[config.mk]
export PLATFORM = sky130hd
export DESIGN_NAME = dl_share_arbiter
export DESIGN_NICKNAME = d
export VERILOG_FILES = /design/src/rtl/dl_share_arbiter.sv
export SDC_FILE = /design/constraint.sdc
export NUM_CORES = 1
export LEC_CHECK = 0
export CORE_UTILIZATION = 45
export DETAILED_ROUTE_END_ITERATION = 12
export PLACE_DENSITY = 0.91
export SETUP_SLACK_MARGIN = 0.02
export SLEW_MARGIN = 25
export SYNTH_ARGS = -nofsm -noshare
export SYNTH_HDL_FRONTEND = slang
export SYNTH_SLANG_ARGS = --single-unit
export TNS_END_PERCENT = 20
[constraint.sdc]
create_clock -name clk -period 4.2 [get_ports clk]
set_clock_uncertainty 0.15 [all_clocks]
set_input_delay 0.84 -clock clk [delete_from_list [all_inputs] [get_ports clk]]
set_output_delay 0.84 -clock clk [all_outputs]
set_load 0.03 [all_outputs]
[src/rtl/dl_share_arbiter.sv]
// dl_share_arbiter: round-robin arbiter and write sequencer for one shared
// DW-bit register. Grants a requester, captures its write data, holds the
// grant for HOLD settle cycles, then pulses done.
// Optional macro DL_ARB_FIXED_PRIO_EN: lowest-index request always wins and
// the round-robin pointer is removed. Timing is identical in both modes.
module dl_share_arbiter #(
    parameter int NREQ = 4,
    parameter int DW   = 8,
    parameter int HOLD = 2,
    localparam int OW  = (NREQ > 1) ? $clog2(NREQ) : 1
) (
    input  logic               clk,
    input  logic               rst,
    input  logic [NREQ-1:0]    req,
    input  logic [NREQ*DW-1:0] wdata,
    output logic [NREQ-1:0]    gnt,
    output logic [OW-1:0]      owner,
    output logic               le,
    output logic [DW-1:0]      q,
    output logic               busy,
    output logic               done
);

    typedef enum logic [1:0] {S_IDLE, S_GRANT, S_HOLD, S_DONE} state_t;

    // Last settle-counter value before moving on; unused when HOLD == 0.
    localparam logic [3:0] HOLD_LAST = 4'((HOLD > 0) ? HOLD - 1 : 0);

    state_t          state;
    state_t          state_next;
    logic [3:0]      hold_cnt;
    logic [OW-1:0]   win;

`ifdef DL_ARB_FIXED_PRIO_EN
    // Lowest-index set request wins.
    function automatic logic [OW-1:0] pick_winner(input logic [NREQ-1:0] r);
        logic [OW-1:0] w;
        logic          found;
        w     = '0;
        found = 1'b0;
        for (int i = 0; i < NREQ; i++) begin
            if (!found && r[i]) begin
                w     = OW'(i);
                found = 1'b1;
            end
        end
        return w;
    endfunction

    assign win = pick_winner(req);
`else
    logic [OW-1:0] ptr;

    // First set request scanning upward from the pointer, wrapping modulo NREQ.
    function automatic logic [OW-1:0] pick_winner(input logic [NREQ-1:0] r,
                                                  input logic [OW-1:0]   p);
        logic [OW-1:0] w;
        logic          found;
        int            idx;
        w     = '0;
        found = 1'b0;
        for (int i = 0; i < NREQ; i++) begin
            idx = (int'(p) + i) % NREQ;
            if (!found && r[idx]) begin
                w     = OW'(idx);
                found = 1'b1;
            end
        end
        return w;
    endfunction

    assign win = pick_winner(req, ptr);
`endif

    // State register; reset aborts any transaction in flight.
    always_ff @(posedge clk) begin
        if (rst) state <= S_IDLE;
        else     state <= state_next;
    end

    // Next-state and decoded control outputs.
    always_comb begin
        state_next = state;
        le         = 1'b0;
        busy       = 1'b1;
        done       = 1'b0;
        case (state)
            S_IDLE: begin
                busy = 1'b0;
                if (|req) state_next = S_GRANT;
            end
            S_GRANT: begin
                le         = 1'b1;
                state_next = (HOLD == 0) ? S_DONE : S_HOLD;
            end
            S_HOLD: begin
                if (hold_cnt == HOLD_LAST) state_next = S_DONE;
            end
            S_DONE: begin
                done       = 1'b1;
                state_next = S_IDLE;
            end
            default: state_next = S_IDLE;
        endcase
    end

    // Grant, owner, captured data, settle counter and priority pointer.
    always_ff @(posedge clk) begin
        if (rst) begin
            gnt      <= '0;
            owner    <= '0;
            q        <= '0;
            hold_cnt <= '0;
`ifndef DL_ARB_FIXED_PRIO_EN
            ptr      <= '0;
`endif
        end else begin
            case (state)
                S_IDLE: begin
                    hold_cnt <= '0;
                    if (|req) begin
                        gnt   <= {{(NREQ-1){1'b0}}, 1'b1} << win;
                        owner <= win;
                    end
                end
                S_GRANT: begin
                    q <= wdata[owner*DW +: DW];
                    if (state_next == S_DONE) gnt <= '0;
                end
                S_HOLD: begin
                    hold_cnt <= hold_cnt + 4'd1;
                    if (state_next == S_DONE) gnt <= '0;
                end
                S_DONE: begin
`ifndef DL_ARB_FIXED_PRIO_EN
                    // Winner drops to lowest priority for the next round.
                    ptr <= (owner == OW'(NREQ - 1)) ? '0 : owner + 1'b1;
`endif
                end
                default: gnt <= '0;
            endcase
        end
    end

endmodule

==> reports/metrics.csv, run 1 <==
stage,metric,value,unit
pwr,worst vdd ir,403,uV
synthesis,post-synthesis async set-or-reset flop share,0,%
synthesis,synthesized cell area,1250,um2
drt,via count,1118,
global_routing,initial antenna violation count,0,
clock_network,Clock Latency Late Sink,0.29,ns
pwr,Leakage Power,0.000637,uW
pwr,Pwr Density,487,nW/um2
run,Max Cap Violations,0,
synthesis,Syn Nets,166,
sta,RSZ-0062 raised after global routing,no,
critical_path,Crit. Startpoint,state[0],
sta,fin crit period,2.95,ns
global_routing,pin count of the biggest net entering global routing,25,
critical_path,FF-to-FF path depth,6,
sta,f_max,0.339,GHz
die,std cell rows,18,
die,Core Footprint,2540,um2
die,IO Pins,55,
clock_network,cts hold-fix bufs,0,
synthesis,Mapped Cells,121,
critical_path,Startpoint Class,flip-flop,
hold_path,hold crit path type,reg -> reg,
placed_design,Final GP Congestion,0.822,
clock_network,Clock Tree Root,clkbuf_4,
global_routing,grt total ovfl,0,
layout,# fillers,201,
sta,relative slew slack,50.0,%
critical_path,worst-path fanout max,9,
clock_network,TritonCTS clock tree,built,
critical_path,r2r startpoint,state[0],
drt,Post-Route WL,2.98,mm
synthesis,post-synthesis area per instance,10.3,um2
synthesis,YS warnings,0,
synthesis,Synth Flop Type,dfxtp_1,
sta,Final Max Slew Viols,0,
synthesis,number of enable flip-flop cells after synthesis,0,
die,Die ar.,2980,um2
clock_network,CTS buffer count,3,
clock_network,CTS H-tree depth,1,
global_routing,first-pass GRT wire length,4.41,mm
synthesis,Synth cell types,33,
die,starting density of the core,49.0,%
critical_path,crit path capture type,output port,
layout,area of the multi-input gates,751,um2
critical_path,reg2reg setup slack,2.01,ns
layout,diodes inserted,0,
pwr,power after layout,882,uW
synthesis,Area contributors post-synth,"dfxtp_1 35%, mux4_2 14%, mux2i_1 9.6%, ha_1 7.0%, nor2_1 4.8%",
drt,Routed Antenna Nets,0,
synthesis,Synth Register Bits,22,
clock_network,maximum buffer depth of the clock tree,2,
critical_path,Worst R2R End,gnt[3],
sta,setup TNS,0,ns
drt,wire per inst,14.8,um
drt,drt pass-1 iters,4,
global_routing,GR Util All Layers,20.3,%
critical_path,WP data arrival,1.96,ns
synthesis,"area leader, netlist",dfxtp_1,
outcome,run status,completed,
die,chip width,54.6,um
synthesis,post-synth top area share,35.3,%
layout,Final Non-Filler Cells,201,
drt,DRC violation count after routing,0,
sta,Worst-Margin Slew,0.747,ns
layout,Area Growth Syn to Fin,45.3,%
sta,Final setup viols,0,
clock_network,Resize count post-CTS,0,
synthesis,register area share after synthesis,35.3,%
layout,sequential standard cell area,440,um2
placed_design,dpl hpwl,2.39,mm
die,Die Y,54.6,um
sta,period utilisation layout,70.2,%
drt,Via-to-Cell Ratio,5.56,
drt,Initial DRC Count,13,
critical_path,crit path to,le,
clock_network,"Reg clk slew, reported paths",0.11,ns
clock_network,Post-CTS Setup Bufs,0,
placed_design,port bufs,54,
layout,share of layout cells above drive strength 1,8.77,%
clock_network,number of clock sinks,22,
placed_design,# placed instances,198,
critical_path,WS Path Type,reg -> out,
layout,Nets,218,
sta,Hold Fails Final Rpt,0,
critical_path,worst endpoint required time,3.21,ns
global_routing,vias in the first global route,1055,
==> Yosys cell counts (2+ instances only) <==
cell type  number
nand2_1         2
o21ai_0         3
nand2b_1        6
o32ai_1         4
mux4_2          8
buf_2           2
nor3_1          4
nand3b_1        2
nor2b_1         2
mux2i_1        12
clkbuf_1        3
a21oi_1         6
dfxtp_1        22
inv_1           5
nor2_1         16
ha_1            7
==> worst min-delay path by stage <==
stage | depth (start not counted) | slack [ns] | startpoint | to
2_1_floorplan | 2 | 0.33 | ptr[0] | ptr[0]
3_3_place_gp | 2 | 0.31 | gnt[2] | gnt[2]
3_5_place_dp | 2 | 0.32 | gnt[0] | gnt[0]
4_1_cts | 2 | 0.35 | gnt[0] | gnt[0]
5_1_grt | 2 | 0.36 | gnt[1] | gnt[1]
6_report | 2 | 0.35 | gnt[0] | gnt[0]
==> routing by layer <==
metal | wire length, um | track usage, % | share of wire [%] | up-vias
li1 | - | - | - | 549
met1 | 1260 | 22.5 | 42 | 517
met2 | 1350 | 38.0 | 45 | 50
met3 | 360 | 5.56 | 12 | 2
met4 | 10 | 3.85 | 0.34 | 0
met5 | 0 | 0 | 0 | -
==> worst max-delay path: stages (launching register included) <==
cell and delay, ns:
dfxtp_1 0.42, ha_1 0.48, clkdlybuf4s50_1 0.77
==> area by class of cell <==
cell class | instances | area share, %
multi-input cells | 87 | 41.5
repair buffers | 54 | 29.9
flip-flops and latches | 22 | 24.3
well taps | 30 | 2.07
clock buffers | 3 | 1.24
inverters | 5 | 1.04
==> kinds of logic after synthesis <==
logic type | synth area share [%]
AOI/OAI and AO/OA | 11.6
adders and majority gates | 7.03
DFF | 35.3
and+or+nand+nor | 17.5
buffers and inverters | 4.42
muxes | 24.1
==> sequential cells by signal (all words and copies together) (netlist names) <==
name and cells:
gnt 4, q 8, ptr 2, owner 2, state 2, hold_cnt 4
==> power by group <==
| part | leakage (uW) | switching (uW) | internal [uW] | total, uW |
|---|---|---|---|---|
| Clock | 0.0000138 | 57.3 | 33.3 | 90.6 |
| Sequential | 0.000179 | 46.7 | 254 | 301 |
| Combinational | 0.000443 | 256 | 234 | 491 |
==> through the flow <==
stage	utilization [%]	setup slack [ns]	hold slack, ns	instance area, um2
floorplan	-	2.27	0.334	1250
global placement	70.3	1.46	0.315	1790
detailed placement	70.3	1.40	0.323	1790
CTS	71.1	1.23	0.346	1810
global route	71.1	1.15	0.358	1810
finish	71.1	1.25	0.346	1810
==> layout by cell type (no fill, tap or decap), types with 4 or more instances in the layout <==
master / instances
a21oi_1: 6
clkdlybuf4s50_1: 54
dfxtp_1: 22
ha_1: 7
inv_1: 5
mux2i_1: 12
mux4_2: 8
nand2b_1: 6
nor2_1: 16
nor3_1: 4
o32ai_1: 4
No activity file was read; power rests on OpenSTA's default activity.
==> run 2: changes to the inputs <==
--- a/config.mk
+++ b/config.mk
@@ -5,9 +5,9 @@
 export SDC_FILE = /design/constraint.sdc
 export NUM_CORES = 1
 export LEC_CHECK = 0
-export CORE_UTILIZATION = 45
+export CORE_UTILIZATION = 37
 export DETAILED_ROUTE_END_ITERATION = 12
-export PLACE_DENSITY = 0.91
+export PLACE_DENSITY = 0.81
 export SETUP_SLACK_MARGIN = 0.02
 export SLEW_MARGIN = 25
 export SYNTH_ARGS = -nofsm -noshare
==> constraint.sdc (replaced) <==
create_clock -name clk -period 2.4 [get_ports clk]
set_clock_uncertainty 0.15 [all_clocks]
set_input_delay 0.48 -clock clk [delete_from_list [all_inputs] [get_ports clk]]
set_output_delay 0.48 -clock clk [all_outputs]
set_load 0.03 [all_outputs]
==> reports/metrics.csv, run 2 (synthesis results as in run 1) <==
stage,metric,value,unit,change
layout,share of layout cells above drive strength 1,12.4,%,+3.7 points
sta,Final Max Slew Viols,0,,unchanged
global_routing,pin count of the biggest net entering global routing,24,,-4.0%
placed_design,dpl hpwl,2.62,mm,+9.8%
die,Core Footprint,3130,um2,+23%
layout,largest reg by FF count,q,,
clock_network,Resize count post-CTS,2,,+2
drt,via count,1157,,+3.5%
pwr,switching portion of total power,40.9,%,+0.066 points
critical_path,WP data arrival,1.64,ns,-0.32 ns
critical_path,worst endpoint required time,1.77,ns,-1.44 ns
sta,relative slew slack,70.0,%,+20 points
pwr,Pint,970,uW,+86%
pwr,Leakage Power,0.000677,uW,+6.4%
sta,setup TNS,0,ns,unchanged
run,Max Cap Violations,0,,unchanged
drt,Routed Antenna Nets,0,,unchanged
sta,Hold Fails Final Rpt,0,,unchanged
drt,Initial DRC Count,36,,+23
layout,# fillers,259,,+29%
die,starting density of the core,39.8,%,-9.1 points
sta,RSZ-0062 raised after global routing,no,,
clock_network,maximum buffer depth of the clock tree,2,,unchanged
clock_network,cts hold-fix bufs,0,,unchanged
global_routing,initial antenna violation count,0,,unchanged
pwr,Pwr Density,872,nW/um2,+79%
placed_design,Final GP Congestion,0.810,,-1.4%
sta,fin crit period,2.27,ns,
layout,Nets,223,,+2.3%
clock_network,"Reg clk slew, reported paths",0.13,ns,+0.02 ns
die,Die Y,60.0,um,+9.9%
pwr,Switch Pwr,672,uW,+87%
clock_network,Clock Latency Late Sink,0.30,ns,about the same
sta,Final setup viols,0,,unchanged
drt,Via-to-Cell Ratio,5.24,,-5.9%
global_routing,grt total ovfl,0,,unchanged
global_routing,vias in the first global route,1197,,+13%
clock_network,TritonCTS clock tree,built,,
layout,Area Growth Syn to Fin,51.1,%,
critical_path,WS Path Type,reg -> out,,
critical_path,reg2reg setup slack,0.22,ns,-1.79 ns
sta,period utilisation layout,94.5,%,
pwr,Gate power share,56.7,%,+1.1 points
die,std cell rows,20,,+2
layout,"commonest non-fill, non-tap cell in the layout",clkdlybuf4s50_1,,
critical_path,worst-path fanout max,3,,-6
layout,diodes inserted,0,,unchanged
sta,Worst-Margin Slew,0.446,ns,-0.301 ns
clock_network,number of clock sinks,22,,unchanged
clock_network,CTS buffer count,3,,unchanged
clock_network,Post-CTS Setup Bufs,0,,unchanged
global_routing,GR Util All Layers,19.3,%,-1.0 points
outcome,run status,completed,,
drt,DRC violation count after routing,0,,unchanged
layout,Final Util,60.2,%,-11 points
hold_path,hold crit path type,reg -> reg,,
clock_network,Clock Tree Root,clkbuf_4,,
layout,biggest regs,"q: 8 flops, gnt: 4 flops, hold_cnt: 4 flops",,
critical_path,crit path capture type,output port,,
drt,Post-Route WL,3.34,mm,+12%
pwr,Seq pwr share,30.6,%,-3.5 points
die,IO Pins,55,,unchanged
critical_path,Startpoint Class,flip-flop,,
clock_network,CTS H-tree depth,1,,unchanged
layout,max FFs per register,8,,unchanged
die,chip width,60.0,um,+9.9%
die,Die ar.,3600,um2,+21%
drt,drt pass-1 iters,4,,unchanged
sta,f_max,0.441,GHz,
drt,wire per inst,15.1,um,+1.9%
layout,"commonest non-fill, non-tap cells in the layout","52 x clkdlybuf4s50_1, 22 x dfxtp_1, 16 x nor2_1",,
pwr,worst vdd ir,452,uV,+12%
pwr,Clk pwr share,12.7,%,+2.4 points
global_routing,first-pass GRT wire length,5.18,mm,+17%
placed_design,port bufs,54,,unchanged
==> run 2: cell count changes in the layout (fill, tap and decap cells not counted) <==
cell and change:
a311oi_1 -1, a311oi_2 +1, buf_4 +5, clkbuf_8 +1, clkdlybuf4s50_1 -2, dlygate4sd2_1 +2
==> run 2: final cells by class <==
type / count / area [um2] / share of cell area (%)
multi-input combinational: 87 / 757 / 40.2
timing repair buffer: 59 / 576 / 30.6
inverter: 5 / 18.8 / 0.997
clock buffer: 4 / 36.3 / 1.93
tap: 44 / 55.1 / 2.92
sequential: 22 / 440 / 23.4
==> run 2: final timing paths <==
path | cells after the start | start | end
setup / recovery | 3 | state[1] | le
hold / removal | 2 | gnt[0] | gnt[0]
setup reg to reg | 7 | state[0] | gnt[3]
hold reg to reg | 2 | gnt[0] | gnt[0]
==> run 2: power groups by stage <==
stage / combinational [uW] / clock [uW] / sequential [uW]
after floorplan: 490 / 0 / 604
after global placement: 906 / 0 / 503
after detailed placement: 934 / 0 / 509
after CTS: 926 / 210 / 502
after global routing: 1000 / 227 / 516
final: 931 / 208 / 503
==> run 2: critical path, stage by stage (launching register included) <==
cell	delay, ns
dfxtp_1	0.37
inv_1	0.10
ha_1	0.19
clkdlybuf4s50_1	0.68
==> run 2: metal layers <==
metal / GRT usage, % / share of wire (%)
met1: 21.0 / 41
met2: 36.3 / 50
met3: 3.90 / 7.8
met4: 6.98 / 0.81
met5: 0 / 0
==> run 2: through the flow <==
step	hold slack (ns)	total power (uW)	instances	worst slack, ns	instance area [um2]
2_1_floorplan	0.334	1090	121	0.526	1250
3_3_place_gp	0.325	1410	217	0.254	1840
3_5_place_dp	0.332	1440	217	0.126	1840
4_1_cts	0.356	1640	221	0.0890	1880
5_1_grt	0.368	1750	221	0.0603	1880
6_report	0.357	1640	221	0.133	1880
